`src/rtl/stream_demux_if.sv`:
```
// ----------------------------------------------------------------------------
// stream_demux_if
// Bundles the upstream valid/ready stream, the N downstream lanes and the
// routing/status side signals of stream_demux.
//   up_valid/up_ready/up_data/up_sel : single upstream stream plus lane select
//   mode_rr                          : 1 = round-robin routing, 0 = explicit
//   down_valid/down_ready/down_data  : N lanes, lane i at [i*WIDTH +: WIDTH]
//   drop                             : pulse, a beat with an illegal select was discarded
//   rr_ptr                           : current round-robin pointer
// master = producer/consumer environment side, slave = the demux itself.
// ----------------------------------------------------------------------------
interface stream_demux_if #(
    parameter int WIDTH = 8,
    parameter int N     = 4
);
    localparam int SEL_W = $clog2(N);

    logic               up_valid;
    logic               up_ready;
    logic [WIDTH-1:0]   up_data;
    logic [SEL_W-1:0]   up_sel;
    logic               mode_rr;
    logic [N-1:0]       down_valid;
    logic [N-1:0]       down_ready;
    logic [N*WIDTH-1:0] down_data;
    logic               drop;
    logic [SEL_W-1:0]   rr_ptr;

    modport master (
        output up_valid, up_data, up_sel, mode_rr, down_ready,
        input  up_ready, down_valid, down_data, drop, rr_ptr
    );

    modport slave (
        input  up_valid, up_data, up_sel, mode_rr, down_ready,
        output up_ready, down_valid, down_data, drop, rr_ptr
    );
endinterface

```
`src/rtl/stream_demux.sv`:
```
// ----------------------------------------------------------------------------
// stream_demux
// Registered 1-to-N valid/ready demultiplexer. Each beat is steered to lane
// T = mode_rr ? rr_ptr : up_sel and parked in that lane's one-entry slot, so
// a stalled lane never disturbs the others. A full slot whose consumer is
// ready this cycle counts as free (drain and reload on the same edge).
// Ports:
//   clk  : rising-edge clock
//   rst  : asynchronous active-high reset
//   bus  : stream_demux_if.slave (upstream stream, N lanes, drop, rr_ptr)
// ----------------------------------------------------------------------------
module stream_demux #(
    parameter int WIDTH = 8,
    parameter int N     = 4
) (
    input  logic           clk,
    input  logic           rst,
    stream_demux_if.slave  bus
);
    localparam int SEL_W = $clog2(N);
    // One extra bit so the legality test also works when N is a power of two.
    localparam logic [SEL_W:0]   N_EXT = (SEL_W + 1)'(N);
    localparam logic [SEL_W-1:0] LAST  = SEL_W'(N - 1);

    logic [N-1:0]       vld_p1;
    logic [N*WIDTH-1:0] data_p1;
    logic               drop_p1;
    logic [SEL_W-1:0]   rr_ptr_p1;

    logic [SEL_W-1:0]   tgt;
    logic               tgt_ok;
    logic               tgt_free;
    logic               up_ready;
    logic               accept;
    logic [N-1:0]       load;

    // ---- stage p0: routing decision (combinational, no up_valid -> up_ready path)
    always_comb begin
        tgt      = bus.mode_rr ? rr_ptr_p1 : bus.up_sel;
        tgt_ok   = {1'b0, tgt} < N_EXT;
        tgt_free = 1'b0;
        for (int i = 0; i < N; i++) begin
            if (tgt == SEL_W'(i)) begin
                tgt_free = ~vld_p1[i] | bus.down_ready[i];
            end
        end
        // Illegal explicit select is accepted and discarded.
        up_ready = tgt_ok ? tgt_free : ~bus.mode_rr;
        accept   = bus.up_valid & up_ready;
        load     = '0;
        for (int i = 0; i < N; i++) begin
            load[i] = accept & tgt_ok & (tgt == SEL_W'(i));
        end
    end

    // ---- stage p1: per-lane holding slots, drop pulse, round-robin pointer
    always_ff @(posedge clk or posedge rst) begin
        if (rst) begin
            vld_p1    <= '0;
            data_p1   <= '0;
            drop_p1   <= 1'b0;
            rr_ptr_p1 <= '0;
        end else begin
            for (int i = 0; i < N; i++) begin
                if (load[i]) begin
                    vld_p1[i]                  <= 1'b1;
                    data_p1[i*WIDTH +: WIDTH]  <= bus.up_data;
                end else if (bus.down_ready[i]) begin
                    vld_p1[i]                  <= 1'b0;
                end
            end
            drop_p1 <= accept & ~tgt_ok;
            if (accept && bus.mode_rr) begin
                rr_ptr_p1 <= (rr_ptr_p1 == LAST) ? '0 : rr_ptr_p1 + SEL_W'(1);
            end
        end
    end

    assign bus.up_ready   = up_ready;
    assign bus.down_valid = vld_p1;
    assign bus.down_data  = data_p1;
    assign bus.drop       = drop_p1;
    assign bus.rr_ptr     = rr_ptr_p1;
endmodule

```
`src/flat_wrapper.sv`:
```
// flat-port wrapper written by rule: the top's interface ports become plain ports
module stream_demux_flat 
#(
    parameter int WIDTH = 8,
    parameter int N     = 4
)
  (clk, rst, bus_up_valid, bus_up_data, bus_up_sel, bus_mode_rr, bus_down_ready, bus_up_ready, bus_down_valid, bus_down_data, bus_drop, bus_rr_ptr);
  stream_demux_if #(.WIDTH(WIDTH), .N(N)) bus_i ();
  input  logic clk;
  input  logic rst;
  input wire logic [$bits(bus_i.up_valid)-1:0] bus_up_valid;
  input wire logic [$bits(bus_i.up_data)-1:0] bus_up_data;
  input wire logic [$bits(bus_i.up_sel)-1:0] bus_up_sel;
  input wire logic [$bits(bus_i.mode_rr)-1:0] bus_mode_rr;
  input wire logic [$bits(bus_i.down_ready)-1:0] bus_down_ready;
  output wire logic [$bits(bus_i.up_ready)-1:0] bus_up_ready;
  output wire logic [$bits(bus_i.down_valid)-1:0] bus_down_valid;
  output wire logic [$bits(bus_i.down_data)-1:0] bus_down_data;
  output wire logic [$bits(bus_i.drop)-1:0] bus_drop;
  output wire logic [$bits(bus_i.rr_ptr)-1:0] bus_rr_ptr;
  assign bus_i.up_valid = bus_up_valid;
  assign bus_i.up_data = bus_up_data;
  assign bus_i.up_sel = bus_up_sel;
  assign bus_i.mode_rr = bus_mode_rr;
  assign bus_i.down_ready = bus_down_ready;
  assign bus_up_ready = bus_i.up_ready;
  assign bus_down_valid = bus_i.down_valid;
  assign bus_down_data = bus_i.down_data;
  assign bus_drop = bus_i.drop;
  assign bus_rr_ptr = bus_i.rr_ptr;
  stream_demux #(.WIDTH(WIDTH), .N(N)) u_core (.clk(clk), .rst(rst), .bus(bus_i));
endmodule
```
`config.mk`:
```
export PLATFORM = sky130hd
export DESIGN_NAME = stream_demux_flat
export DESIGN_NICKNAME = d
export VERILOG_FILES = /design/src/rtl/stream_demux_if.sv /design/src/rtl/stream_demux.sv /design/src/flat_wrapper.sv
export SDC_FILE = /design/constraint.sdc
export NUM_CORES = 1
export LEC_CHECK = 0
export CORE_ASPECT_RATIO = 0.6
export CORE_UTILIZATION = 45
export DETAILED_ROUTE_END_ITERATION = 10
export PLACE_DENSITY_LB_ADDON = 0.25
export SYNTH_ARGS = -nofsm -noshare
export SYNTH_HDL_FRONTEND = slang
export SYNTH_SLANG_ARGS = --single-unit
```
`constraint.sdc`:
```
create_clock -name clk -period 2.8 [get_ports clk]
set_clock_uncertainty 0.15 [all_clocks]
set_input_delay 0.28 -clock clk [delete_from_list [all_inputs] [get_ports clk]]
set_output_delay 0.28 -clock clk [all_outputs]
set_load 0.02 [all_outputs]
```
# --- Word level (Yosys, flattened, before mapping) ---
# Index checks and enable logic that the tools add are counted.
op_classes:
  eq_ne: 4
  n_bitwise: 13
  n_reduce_logical: 6
  muxes: 14
  n_addsub: 1
op_table:
  columns: ["cell", "n"]
  rows:
  - ["1-bit two-way mux", 12]
  - ["2-bit nonzero test", 4]
  - ["2-bit equality test, second input constant", 3]
  - ["1-bit bitwise AND", 5]
  - ["2-bit two-way mux", 2]
  - ["1-bit inverter", 4]
  - ["1-bit bitwise OR", 4]
  - ["2-bit by 1-bit adder with 2-bit output, second input constant", 1]
  - ["2-bit by 1-bit equality test with 1-bit output, second input constant", 1]
  - ["2-bit logical NOT", 1]
  - ["1-bit logical AND", 1]
totals:
  out_inout_bits: 40
  in_bits: 18
  register_bits: 38

# --- Logic depth before layout (Yosys ltp) ---
# Gate-level depths: netlist (run 1).
depth:
  word_depth: 9
  ltp_mapped: 6
  mapped_depth_nobuf: 5

# --- Worst setup path after synthesis (run 1) ---
# No wires, ideal clock.
synth_timing:
  path_type: "flip-flop to flip-flop"
  start: "register u_core.rr_ptr_p1[0] (netlist: u_core.bus.rr_ptr[0])"
  end: "register u_core.data_p1[16] (netlist: u_core.bus.down_data[16])"
  slack_ns: 0.266
  period_less_slack_ns: 2.534
  setup_time_ns: 0.125
  required_ns: 2.525
  n_path_buf: 1
  stages_incl_launch_ff: 7
  t_arrival_ns: 2.259
  cell_sequence: "dfrtp_1 and3b_1 o211a_1 a2111oi_4 o211a_1 buf_6 mux2_4"
synth_between:
  elab_chain_len: 8
synth_lines:
  columns: ["item", "line", "text"]
  rows:
  - ["start: declaration", "stream_demux.sv:28", "logic [SEL_W-1:0] rr_ptr_p1;"]
  - ["start signal: assignment", "stream_demux.sv:74", "rr_ptr_p1 <= (rr_ptr_p1 == LAST) ? '0 : rr_ptr_p1 + SEL_W'(1);"]
  - ["2-bit two-way mux *", "stream_demux.sv:39", "tgt = bus.mode_rr ? rr_ptr_p1 : bus.up_sel;"]
  - ["2-bit logical NOT", "stream_demux.sv:43", "if (tgt == SEL_W'(i)) begin"]
  - ["1-bit two-way mux (3 in series)", "stream_demux.sv:43", null]
  - ["1-bit two-way mux *", "stream_demux.sv:43", null]
  - ["net bus_up_ready", "flat_wrapper.sv:16", "output wire logic [$bits(bus_i.up_ready)-1:0] bus_up_ready;"]
  - ["1-bit bitwise AND *", "stream_demux.sv:49", "accept = bus.up_valid & up_ready;"]
  - ["1-bit bitwise AND *", "stream_demux.sv:52", "load[i] = accept & tgt_ok & (tgt == SEL_W'(i));"]
  - ["end signal: indexed assignment", "stream_demux.sv:67", "data_p1[i*WIDTH +: WIDTH] <= bus.up_data;"]
  - ["end: declaration", "stream_demux.sv:26", "logic [N*WIDTH-1:0] data_p1;"]
# The timed path passes the listed nets; every way through them passes the cells marked *.
# A chain may end at the register's enable or synchronous reset.

# --- Worst setup path in the final report (run 1) ---
layout_timing:
  start: "input bus_mode_rr"
  end: "output bus_up_ready"
layout_between:
  elab_chain_len: 6
layout_lines:
  columns: ["item", "line", "text"]
  rows:
  - ["start: declaration", "flat_wrapper.sv:14", "input wire logic [$bits(bus_i.mode_rr)-1:0] bus_mode_rr;"]
  - ["2-bit two-way mux *", "stream_demux.sv:39", null]
  - ["2-bit logical NOT", "stream_demux.sv:43", null]
  - ["1-bit two-way mux (3 in series)", "stream_demux.sv:43", null]
  - ["1-bit two-way mux *", "stream_demux.sv:43", null]
  - ["end: declaration", "flat_wrapper.sv:16", null]
# Mark *: on every way between the ends. The rest lies on a longest branch, timed or not.

==> impl_metrics.json, run 1 <==
{
  "grt-ovfl-total": 0,
  "start_util_pct": 49.4,
  "dp_cells": 212,
  "vias": 1116,
  "synth_top_area_share_pct": 56.6,
  "die_y_um": 49.3,
  "die_w_um": 80.9,
  "syn_nets": 128,
  "ys_warn_count": 0,
  "end_kind": "output port",
  "synth_top_cell_by_area": "dfrtp_1",
  "placementRows": 16,
  "crit_chain": "clkdlybuf4s50_1, buf_4, or3b_1, a21oi_1, a2111oi_4, dlygate4sd2_1",
  "worstHoldPathType": "in2async",
  "async_reset_ff_share_pct": 100,
  "clkLatencyLatePin_ps": 290,
  "crit_start": "bus_mode_rr",
  "outcome": "finished clean",
  "core-area_um2": 3400,
  "power.leakage_nw": 1.09,
  "hold_viol": 0,
  "syn-cell-area_um2": 1680,
  "p_sw_w": 0.000999,
  "grt_max_degree": 39,
  "routed_via_density": 5.07,
  "postRouteAntennaNets": 0,
  "syn_inst": 109,
  "antenna_found_initial": 0,
  "finalCriticalPeriod_ps": 2520,
  "ys.flop_type": "dfrtp_1",
  "cpPeakStageDelay_ps": 490,
  "wl_per_cell_um": 17.1,
  "dpl_worst_slack_ps": -31.1,
  "fin_nets": 193,
  "place.gp.congestion": 0.875,
  "cts_sinks": 38,
  "fin_cells": 220,
  "finalSetupViolCount": 0,
  "critPathRequiredTime_ps": 2370,
  "p_per_area_nw_per_um2": 1150,
  "cts.clk_slew.worst_paths_ps": 70,
  "startpoint_type": "input port",
  "fmax_mhz": 396,
  "ios": 58,
  "cts_tree": "built",
  "route.detailed.drc": 0,
  "dieArea_um2": 3990,
  "dpl.hpwl_mm": 2.78,
  "port_buffers": 56,
  "drive_gt1_share_pct": 20.0,
  "area_delta_synth_final_pct": 45.7,
  "final_area_um2": 2450,
  "synth_common_cells": "dfrtp_1 (38), mux2_1 (18), mux2_4 (16)",
  "swShare_pct": 35.6,
  "fin_crit_sh_pct": 90.1,
  "clkPwrFrac_pct": 13.8,
  "setup_slack_ps": 278,
  "cts_root_buffer": "clkbuf_8",
  "sequentialPowerShare_pct": 35.3,
  "r2r_start": "u_core.bus.rr_ptr[0]",
  "synth_area_leaders": "dfrtp_1 (57%), mux2_4 (14%), mux2_1 (12%)",
  "yosysMostFrequentCell": "dfrtp_1",
  "synth-seq-cells": 38,
  "arrival_ps": 2090,
  "ys_types": 28,
  "drv_cap": 0,
  "drt-initial-drc-count": 18,
  "totalWireLength_mm": 3.76,
  "postCtsHoldBufs": 0,
  "p_int_w": 0.00181,
  "rsz0062_at_grt": "false",
  "n_antenna_cell": 0,
  "cts_buffers": 5,
  "cp_slowest_cell": "clkdlybuf4s50_1",
  "grt_pass1_wl_mm": 6.27,
  "drtPass1Iterations": 2,
  "synth_edf_count": 0,
  "finalPower_w": 0.00281,
  "final_max_slew_viol_count": 0,
  "vdd_drop_max_uv": 722,
  "postPlaceCellArea_um2": 2350,
  "grt_pass1_vias": 1236,
  "comb_power_share_pct": 50.9,
  "ys_seq_area_share_pct": 56.6,
  "worst-setup-path-type": "in2out",
  "track_usage_pct": 22.2,
  "htree_levels": 2,
  "clockBufferDepth": 2,
  "avgSynthCellArea_um2": 15.4,
  "cp_max_fo": 6
}
worst max-delay path: cells and delay by family:
kind                   cells  cell delay (ps)
AO/OA/AOI/OAI              2              370
buffers and inverters      3             1030
AND/OR/NAND/NOR            1              410
per-layer routing:
metal  GRT usage (%)  part of all wire [%]  vias up
met5               0                     0        -
met3            7.66                   6.5        6
li1                -                     -      514
met2            35.0                    48       37
met4            9.23                   1.5        0
met1            27.8                    44      559
cell families (layout without fill, tap and decap cells):
kind of cell	Yosys count	after routing	synth area share, %
other	1	1	0.223
buffers and inverters	7	73	3.13
muxes	34	34	26.4
adders and majority gates	1	1	0.744
and+or+nand+nor	17	17	6.70
DFF	38	38	56.6
AOI/OAI and AO/OA	11	11	6.25
area by class of cell:
class | count | area [um^2]
fillers | 239 | 955
flip-flops and latches | 38 | 951
multi-input cells | 64 | 677
repair buffers | 63 | 662
clock buffers | 6 | 82.6
well taps | 45 | 56.3
clock inverters | 2 | 12.5
inverters | 2 | 7.51
cells in the final DEF, fill, tap and decap left out, drive strengths merged:
master / instances
a2111oi: 1
a21bo: 2
a21boi: 2
a21o: 1
a21oi: 2
and2: 2
and2b: 1
and3: 2
and3b: 1
buf: 7
clkbuf: 6
clkdlybuf4s50: 55
clkinv: 1
clkinvlp: 1
conb: 1
dfrtp: 38
dlygate4sd2: 1
ha: 1
inv: 2
mux2: 34
nand2: 1
nand2b: 2
nand3: 1
nand3b: 1
nor2: 1
nor3b: 1
o211a: 2
o21ai: 1
or2: 1
or3: 1
or3b: 2
state kept, by name, summed over array words and instances (netlist names):
name,count
u_core.bus.down_valid,4
u_core.bus.down_data,32
u_core.bus.rr_ptr,2
power by group through the flow:
stage	sequential, W	clock [W]	combinational [W]
2_1_floorplan	0.00130	0	0.000416
3_3_place_gp	0.000974	0	0.00141
3_5_place_dp	0.000995	0	0.00144
4_1_cts	0.000993	0.000397	0.00145
5_1_grt	0.00103	0.000426	0.00151
6_report	0.000992	0.000386	0.00143
per-stage QoR:
stage	TNS, ps	hold slack [ps]	util, %
finish	0	262	71.9
floorplan	0	265	-
global placement	0	319	69.2
CTS	0	280	71.9
detailed placement	-99.7	328	69.2
global route	0	305	71.9
final timing paths:
path / end / slack, ps / depth (start not counted)
worst max-delay path: bus_up_ready / 280 / 6
worst min-delay path: u_core.bus.down_data[13] / 260 / 3
worst max register to register: u_core.bus.down_data[4] / 320 / 7
worst min register to register: u_core.bus.down_data[9] / 340 / 1
max in group asynchronous: u_core.bus.down_valid[0] / 1900 / 3
min in group clk: u_core.bus.down_data[9] / 340 / 1
what timing repair did:
item                       4_1_cts  5_1_grt
setup endpoints to repair        1        0
setup buffers                    0        0
gates resized for setup          1        0
Note: power is estimated with default switching activity, not from simulation.
==> inputs of run 2 (changes only) <==
==> constraint.sdc (replaced) <==
create_clock -name clk -period 2.8 [get_ports clk]
set_clock_uncertainty 0.15 [all_clocks]
set_input_delay 0.56 -clock clk [delete_from_list [all_inputs] [get_ports clk]]
set_output_delay 0.56 -clock clk [all_outputs]
set_load 0.02 [all_outputs]
==> run 2 against run 1 <==
Effect of this change: register-to-register slack improved by 160 ps; clock-buffer cell count decreased by 1; cell area increased by 0.92%; die area unchanged; sequential power decreased by 2.1%; flip-flop and latch count unchanged; largest cell class unchanged; highest routed layer unchanged.
==> impl_metrics.json, run 2 (same netlist as run 1, synthesis figures left out) <==
{
  "outcome": "finished clean",
  "dpl.hpwl_mm": 2.64,
  "ios": 58,
  "drtPass1Iterations": 3,
  "area_delta_synth_final_pct": 47.1,
  "cts_sinks": 38,
  "antenna_found_initial": 0,
  "fin_nets": 196,
  "htree_levels": 2,
  "grt_pass1_wl_mm": 6.18,
  "critPathRequiredTime_ps": 2090,
  "postCtsHoldBufs": 0,
  "largest_reg_flops": 32,
  "cp_max_fo": 3,
  "p_per_area_nw_per_um2": 1160,
  "fmax_mhz": 374,
  "die_w_um": 80.9,
  "end_kind": "output port",
  "met3_usage_pct": 7.10,
  "startpoint_type": "input port",
  "place.gp.congestion": 0.862,
  "cts_setup_buffers": 0,
  "totalWireLength_mm": 3.65,
  "p_int_w": 0.00188,
  "clockBufferDepth": 2,
  "sequentialPowerShare_pct": 33.8,
  "grt-ovfl-total": 0,
  "route.detailed.drc": 0,
  "track_usage_pct": 21.0,
  "tns_ps": 0,
  "fin_crit_sh_pct": 95.6,
  "final_max_slew_viol_count": 0,
  "grt_use_met1_pct": 28.3,
  "final_cell_mix": "clkdlybuf4s50_1 (54), dfrtp_1 (38), mux2_1 (18)",
  "drive_gt1_share_pct": 24.2,
  "worst-setup-path-type": "in2out",
  "grt_max_degree": 39,
  "cts_root_buffer": "clkbuf_8",
  "worstHoldPathType": "reg2reg",
  "swShare_pct": 34.5,
  "finalSetupViolCount": 0,
  "die_y_um": 49.3,
  "placementRows": 16,
  "gr-max-usage-layer": "met2",
  "grtUsageMet2_pct": 32.9,
  "drv_cap": 0,
  "cts_buffers": 5,
  "port_buffers": 56,
  "rsz0062_at_grt": "false",
  "mostFrequentLayoutCell": "clkdlybuf4s50_1",
  "dpl_worst_slack_ps": -447,
  "vdd_drop_max_uv": 624,
  "drt-initial-drc-count": 46,
  "comb_power_share_pct": 50.5,
  "core-area_um2": 3400,
  "n_antenna_cell": 0,
  "postRouteAntennaNets": 0,
  "vias": 1144,
  "routed_via_density": 5.13,
  "whs_path_depth": 1,
  "arrival_ps": 1970,
  "clkPwrFrac_pct": 15.7,
  "grt_pass1_vias": 1243,
  "reg2reg_depth": 8,
  "clkLatencyLatePin_ps": 280,
  "dieArea_um2": 3990,
  "wl_per_cell_um": 16.4,
  "hold_ws_ps": 341,
  "start_util_pct": 49.4,
  "cts.clk_slew.worst_paths_ps": 70,
  "p_sw_w": 0.000991,
  "cts_tree": "built",
  "power.leakage_nw": 1.12,
  "finalCriticalPeriod_ps": 2680,
  "hold_viol": 0,
  "setup_slack_ps": 124
}
-- run 2: final timing paths --
| check | from | to | slack, ps |
|---|---|---|---|
| worst min register to register | u_core.bus.down_data[4] | u_core.bus.down_data[4] | 340 |
| worst max register to register | u_core.bus.rr_ptr[1] | u_core.bus.down_data[30] | 480 |
| max in group asynchronous | rst | u_core.bus.down_data[0] | 1630 |
| worst min-delay path | u_core.bus.down_data[4] | u_core.bus.down_data[4] | 340 |
| worst max-delay path | bus_up_sel[1] | bus_up_ready | 120 |
| min in group asynchronous | rst | u_core.bus.down_data[29] | 540 |
-- run 2: timing repair --
item                                    in CTS  in global routing
endpoints found under the setup margin      17                  2
pin swaps                                    1                  2
gates resized for setup                      7                  3
-- run 2: final cells by class --
class,instances,area [um^2]
well taps,45,56.3
fillers,229,932
clock buffers,5,68.8
repair buffers,66,661
inverters,2,7.51
clock inverters,3,40.0
multi-input cells,64,687
flip-flops and latches,38,951
-- run 2: power by group through the flow --
stage | Combinational, W | Clock [W] | Sequential [W]
2_1_floorplan | 0.000416 | 0 | 0.00130
6_report | 0.00145 | 0.000451 | 0.000971
4_1_cts | 0.00146 | 0.000454 | 0.000975
5_1_grt | 0.00154 | 0.000486 | 0.00101
3_3_place_gp | 0.00143 | 0 | 0.000958
3_5_place_dp | 0.00146 | 0 | 0.000975
-- run 2: metal layers --
layer  wire length [um]  vias to the layer above
met3                212                        4
met4                 20                        0
met1               1720                      586
met2               1700                       34
li1                   -                      520
met5                  0                        -
-- run 2: critical path, stage by stage --
cell,delay (ps)
clkdlybuf4s50_1,410
buf_4,140
or3b_1,380
a21oi_2,210
a2111oi_4,70
buf_4,190
-- run 2: metrics by stage --
| stage | instances | power [W] | instance area [um^2] | util (%) |
|---|---|---|---|---|
| final | 223 | 0.00287 | 2470 | 72.6 |
| after global routing | 223 | 0.00303 | 2470 | 72.6 |
| after CTS | 223 | 0.00289 | 2460 | 72.4 |
| after detailed placement | 215 | 0.00243 | 2350 | 69.1 |
| after global placement | 215 | 0.00239 | 2350 | 69.1 |
| after floorplan | 109 | 0.00171 | 1680 | - |
==> inputs of run 3 (changes only) <==
PLACE_DENSITY = 0.8   (was default)
PLACE_DENSITY_LB_ADDON = default   (was 0.25)
==> run 3 against run 2 <==
Effect of this change: worst setup slack worse by 6.9 ps; cell count up 0.90%; first-iteration DRC count down 20%; utilization up 1.4 points; cell area up 1.9%; worst hold slack better by 1.1 ps; maximum frequency down 0.26%; non-clock buffer count up 2; largest cell class unchanged.
==> impl_metrics.json, run 3 (same netlist as run 1, synthesis figures left out) <==
{
  "arrival_ps": 1970,
  "cp_slowest_cell": "clkdlybuf4s50_1",
  "largest_reg_flops": 32,
  "hold_viol": 0,
  "drt-initial-drc-count": 37,
  "finalSetupViolCount": 0,
  "finalCriticalPeriod_ps": 2680,
  "crit_top_cell": "buf_4",
  "clockBufferDepth": 2,
  "cts_sinks": 38,
  "place.gp.congestion": 0.867,
  "fin_crit_sh_pct": 95.8,
  "drv_cap": 0,
  "postPlaceCellArea_um2": 2350,
  "drtPass1Iterations": 4,
  "drive_gt1_share_pct": 25.6,
  "grt_max_degree": 39,
  "die_w_um": 80.9,
  "crit_chain": "clkdlybuf4s50_1, buf_4, or3b_1, a21oi_2, a2111oi_4, buf_4",
  "rsz0062_at_grt": "false",
  "power.leakage_nw": 1.14,
  "mostFrequentLayoutCell": "clkdlybuf4s50_1",
  "fin_nets": 198,
  "grt-ovfl-total": 0,
  "vdd_drop_max_uv": 701,
  "critPathRequiredTime_ps": 2090,
  "n_antenna_cell": 0,
  "final_area_um2": 2520,
  "start_util_pct": 49.4,
  "die_y_um": 49.3,
  "vias": 1139,
  "port_buffers": 56,
  "final_cell_mix": "clkdlybuf4s50_1 (54), dfrtp_1 (38), mux2_1 (18)",
  "end_kind": "output port",
  "antenna_found_initial": 0,
  "hold_ws_ps": 342,
  "dpl.hpwl_mm": 2.83,
  "route.detailed.drc": 0,
  "cpPeakStageDelay_ps": 420,
  "cts.clk_slew.worst_paths_ps": 80,
  "cts_root_buffer": "clkbuf_8",
  "fmax_mhz": 373,
  "grt_pass1_wl_mm": 6.73,
  "startpoint_type": "input port",
  "postRouteAntennaNets": 0,
  "area_delta_synth_final_pct": 49.8,
  "htree_levels": 2,
  "cp_max_fo": 3,
  "regToRegSetupSlack_ps": 450,
  "track_usage_pct": 24.1,
  "grt_pass1_vias": 1300,
  "postCtsHoldBufs": 0,
  "dieArea_um2": 3990,
  "p_per_area_nw_per_um2": 1200,
  "cts_buffers": 5,
  "final_max_slew_viol_count": 0,
  "wl_per_cell_um": 17.6,
  "core-area_um2": 3400,
  "worstHoldPathType": "reg2reg",
  "outcome": "finished clean",
  "totalWireLength_mm": 3.96,
  "clkLatencyLatePin_ps": 300,
  "worst-setup-path-type": "in2out",
  "placementRows": 16,
  "routed_via_density": 5.06,
  "cts_tree": "built",
  "ios": 58,
  "fillers": 218
}
run 3: per-layer routing:
metal | GRT usage [%] | up-vias | wire length (um)
li1 | - | 523 | -
met1 | 33.5 | 565 | 1860
met3 | 9.16 | 5 | 318
met2 | 34.0 | 46 | 1750
met4 | 8.93 | 0 | 36
met5 | 0 | - | 0
run 3: report_power, final:
part,switching (W),internal [W]
Sequential,0.000159,0.000816
Combinational,0.000665,0.000807
Clock,0.000202,0.000380
Total,0.00103,0.00200
run 3: cell type report:
| class | instances | area [um^2] | share of cell area (%) |
|---|---|---|---|
| Multi-Input combinational cell | 64 | 697 | 27.7 |
| Timing Repair Buffer | 68 | 663 | 26.3 |
| Tap cell | 45 | 56.3 | 2.24 |
| Clock inverter | 2 | 60.1 | 2.39 |
| Clock buffer | 6 | 82.6 | 3.28 |
| Sequential cell | 38 | 951 | 37.8 |
| Inverter | 2 | 7.51 | 0.298 |
run 3: path summary, 6_finish.rpt:
check,cells past startpoint,from,endpoint
hold / removal,1,u_core.bus.down_data[0],u_core.bus.down_data[0]
min in group asynchronous,3,rst,u_core.bus.down_data[11]
setup / recovery,6,bus_up_sel[1],bus_up_ready
hold reg to reg,1,u_core.bus.down_data[0],u_core.bus.down_data[0]
max in group asynchronous,3,rst,u_core.bus.down_data[4]
setup reg to reg,6,u_core.bus.rr_ptr[1],u_core.bus.down_data[4]
run 3: per-stage QoR:
stage	instances	setup slack [ps]	utilization [%]	setup TNS, ps	power (W)
after floorplan	109	266	-	0	0.00171
after global placement	217	-360	69.2	-6570	0.00240
after detailed placement	217	-415	69.2	-9680	0.00244
after CTS	225	4.77	73.5	0	0.00305
after global routing	225	81.8	74.0	0	0.00320
final	225	117	74.0	0	0.00303
run 3: critical path, delay by kind of cell:
family	cells	cell delay, ps
AOI/OAI and AO/OA	2	260
buffers and inverters	3	750
and+or+nand+nor	1	400
run 3: timing repair:
item	4_1_cts	5_1_grt
buffers inserted	0	0
resized for setup	7	5
endpoints found under the setup margin	10	9
pin swaps	0	2
